--- src/rtl/sat_counter.sv ---
// Saturating up-counter with synchronous clear; an increment in the clear
// cycle is still counted, so clear+inc leaves the count at 1.
module sat_counter #(
  parameter int W = 16
) (
  input  logic         clk,
  input  logic         reset,
  input  logic         clear,
  input  logic         inc,
  output logic [W-1:0] count
);

  always_ff @(posedge clk or negedge reset) begin
    if (!reset) begin
      count <= '0;
    end else if (clear) begin
      count <= inc ? W'(1) : '0;
    end else if (inc && (count != '1)) begin
      count <= count + W'(1);
    end
  end

endmodule

--- config.mk ---
export PLATFORM = sky130hd
export DESIGN_NAME = sat_counter
export DESIGN_NICKNAME = d
export VERILOG_FILES = /design/src/rtl/sat_counter.sv
export SDC_FILE = /design/constraint.sdc
export NUM_CORES = 1
export LEC_CHECK = 0
export CELL_PAD_IN_SITES_DETAIL_PLACEMENT = 2
export CELL_PAD_IN_SITES_GLOBAL_PLACEMENT = 2
export CORE_MARGIN = 10
export CORE_UTILIZATION = 30
export CTS_CLUSTER_SIZE = 20
export DETAILED_ROUTE_END_ITERATION = 16
export GPL_ROUTABILITY_DRIVEN = 1
export HOLD_SLACK_MARGIN = 0.03
export PLACE_DENSITY_LB_ADDON = 0.12
export SYNTH_ARGS = -nofsm -noshare
export SYNTH_HDL_FRONTEND = slang
export SYNTH_SLANG_ARGS = --single-unit
--- constraint.sdc ---
create_clock -name clk -period 2.35 [get_ports clk]
set_clock_uncertainty 0.1 [all_clocks]
set_input_delay 0.235 -clock clk [delete_from_list [all_inputs] [get_ports clk]]
set_output_delay 0.235 -clock clk [all_outputs]
set_load 0.02 [all_outputs]
Word level (Yosys, flattened, before mapping) --
Cells that the tools add are included.
Word-level totals: register bits 16, output and inout port bits 16
Cells by class: $add $sub $neg 1, equality and inequality tests 1, multiplexer cells 3, reduce and logical (&&, ||, !) cells 2
Operator list (number):
- 16-bit 2-to-1 mux | 2
- 16-bit by 1-bit adder with 16-bit output (second input constant) | 1
- 16-bit != test (second input constant) | 1
- 2-bit nonzero test | 1
- 1-bit logical AND | 1
- 1-bit 2-to-1 mux | 1

Depth between registers and ports, before layout --
depth in word-level cells 4, mapped depth 6

Worst setup path after synthesis --
Ideal clock, no wire load.
path type register to register, start point reg count[0], end point reg count[6], setup time 0.127 ns, data arrival time 1.794 ns, required time 2.123 ns, setup slack 0.328 ns, stages on the path, launching flop included 6, path buffers 0, period minus slack after synthesis 2.022 ns, cell sequence dfrtp_1 -> ha_1 -> inv_1 -> or4_1 -> nand3_1 -> mux2_1
Between the ends: cells in the longest elaborated chain, start to end 3
Ends and longest elaborated chain:
- start, declared | RTL line 10 | output logic [W-1:0] count
- start signal, assigned | RTL line 17 | count <= inc ? W'(1) : '0;
- start signal, assigned | RTL line 19 | count <= count + W'(1);
- 16-bit by 1-bit adder with 16-bit output or 16-bit != test (tied branches) | RTL line 19, 18
- 16-bit 2-to-1 mux or 1-bit logical AND (tied branches) | RTL line 18 | end else if (inc && (count != '1)) begin
- 16-bit 2-to-1 mux or 2-bit nonzero test (tied branches)
Parallel ways exist; a longest one is shown, timed or not. The select of a mux whose other input is x is not followed. A chain may end at the register's enable or synchronous reset.

Final worst setup path --
Ends and elaborated chain as after synthesis.

==> flow_summary.ini <==
[final_layout]
antenna_cells = 0
reg_top3 = count x16
design_area_sq_mm = 0.00125
syn2layout_area_growth_pct = 30.0
largest_register_ffs = 16
nNetsFinal = 132
layout-drive-gt1-share = 0.144
fin_cells = 169
regMostFlops = count
final_common_cell = clkdlybuf4s50_1
mostFrequentLayoutCells = 19 x clkdlybuf4s50_1, 16 x dfrtp_1, 12 x nor2_1

[job]
cap_violations = 0

[critical_path]
cpLargestDelayFamily = simple AND/OR/NAND/NOR gates
crit_fanout = 6
cpPeakStageDelay_ps = 590
crit_type = flip-flop to flip-flop
startpoint_type = flip-flop
end_kind = flip-flop
required_ps = 2430
cp_data_arrival_time_ps = 2230
worst-r2r-setup-slack_ps = 210
critPathBufInv = 1
worstPathCellList = ha_1 -> inv_1 -> or4_1 -> nand3_1 -> mux2_1
crit_slowest_cell = or4_1

[power_and_ir_drop]
peakVddDrop_mv = 0.146
p_per_area_mw_per_mm2 = 399
leakage_nw = 0.462

[timing]
layout_setup_ws_ps = 209
slew_headroom = 0.628
finalCritPeriodShare = 0.911
worst_pin_slew_ps = 554
finalMaxSlewViolations = 0
fin_tns_setup_ps = 0
fin_crit_ps = 2140
fmax_ghz = 0.467
final_hold_viol_count = 0
rsz0062_at_grt = false
setup_violations = 0

[die]
initial_core_util = 0.314
die_h_microns = 76.6
coreArea_sq_mm = 0.00305
rows = 20
die_width_microns = 76.6
ioPinCount = 20
dieArea_sq_mm = 0.00586

[drt]
drt_first_iter_violations = 31
ant_nets = 0
firstDrtPassIters = 2
vias = 919
wire_per_inst_microns = 17.8
drt-total-wl_mm = 3.01
avgViaCountPerCell = 5.44
drc = 0

[cts]
htreeDepth = 1
cts_made_buffers = 3
cts_tree = yes
cts-resized-gates = 0
cts_hold_buffers = 0
post_cts_buffers = 0
cts_sinks = 16
cts-root-buf = clkbuf_4
path_clk_slew_ps = 110
clkLatencyLatePin_ps = 290
cts_max_path_buffers = 2

[worst_hold_path]
worst_hold_path_type = input pin to asynchronous set/reset pin

[grt]
grt_pass1_vias = 969
overflow = 0
grt_max_degree = 17
antenna_found_initial = 0
track_usage = 0.104
grt_pass1_wl_mm = 5.19

[yosys]
netlist_instances = 102
syn_area_per_cell_sq_um = 9.41
netlist.area_leader.share = 0.417
yosys_most_used_dff = dfrtp_1
ys_types = 39
syn-num-nets = 107
synth_edf_count = 0
ys_warn_count = 0
async_flop_share = 1.00
yosys.area.top_type = dfrtp_1
syn_area_sq_um = 960
synth_seq_cells = 16
ys_seq_area_frac = 0.417
synth.area.top_cells = dfrtp_1 42%, nor2_1 4.7%, mux2_2 3.5%, a21oi_1 3.1%, o41ai_1 2.7%

[placement]
dpl_cell_area_sq_mm = 0.00122
place_inst = 166
place_ws_ps = 231
finalWeightedCongestion = 0.748
dpl.hpwl_mm = 2.33
io_buffers = 19

[outcome]
status = completed
## worst reg2reg max path: stages (launching register included)
cell	delay [ps]
dfrtp_1	460
ha_1	340
inv_1	110
or4_1	590
nand3_1	130
mux2_1	320
## power breakdown
part           switching, mW  leakage, nW  internal, mW
registers            0.00762        0.220         0.280
clock network         0.0941       0.0138        0.0594
logic                 0.0335        0.227        0.0239
total                  0.135        0.462         0.363
## metrics by stage
| stage | hold WS (ps) | power [mW] | util |
|---|---|---|---|
| 2_1_floorplan | -161 | 0.317 | - |
| 3_3_place_gp | 412 | 0.349 | 0.401 |
| 3_5_place_dp | 441 | 0.351 | 0.401 |
| 4_1_cts | 172 | 0.503 | 0.409 |
| 5_1_grt | 185 | 0.522 | 0.409 |
| 6_report | 157 | 0.498 | 0.409 |
## per-layer routing
metal | vias up | GRT usage | wire, microns
li1 | 437 | - | -
met1 | 468 | 0.138 | 1450
met2 | 12 | 0.162 | 1410
met3 | 2 | 0.0259 | 132
met4 | 0 | 0.0297 | 17
met5 | - | 0 | 0
## area by class of cell
type,instances,area (sq um)
clock buffers,3,22.5
well taps,44,55.1
fillers,350,1810
flip-flops and latches,16,400
inverters,5,18.8
multi-input cells,76,515
repair buffers,25,235
## cell usage after synthesis (2+ instances only)
cell type and number:
mux2_2 3, or4_1 2, nor3_1 5, nand4_1 4
o41ai_1 3, a21oi_1 6, nand2_1 5, dfrtp_1 16
nor4_1 3, o21ai_0 2, nand3_1 5, nor2b_1 3
inv_1 5, a211oi_1 2, buf_2 2, nor2_1 12
o311ai_0 2
## final timing paths
path	cells after the start	startpoint	to
max in group asynchronous	2	reset	count[15]
setup reg to reg	5	count[0]	count[6]
hold / removal	2	reset	count[3]
hold reg to reg	1	count[7]	count[7]
min in group clk	1	count[7]	count[7]
setup / recovery	5	count[0]	count[6]
## cells by family after synthesis
logic type,after synthesis,synth area share
multiplexers,5,0.0574
buffers and inverters,10,0.0456
AO/OA/AOI/OAI,20,0.149
adder cells (fa/ha/maj),1,0.0130
flip-flops,16,0.417
AND/OR/NAND/NOR,50,0.318
No activity file was read; power rests on OpenSTA's default activity.
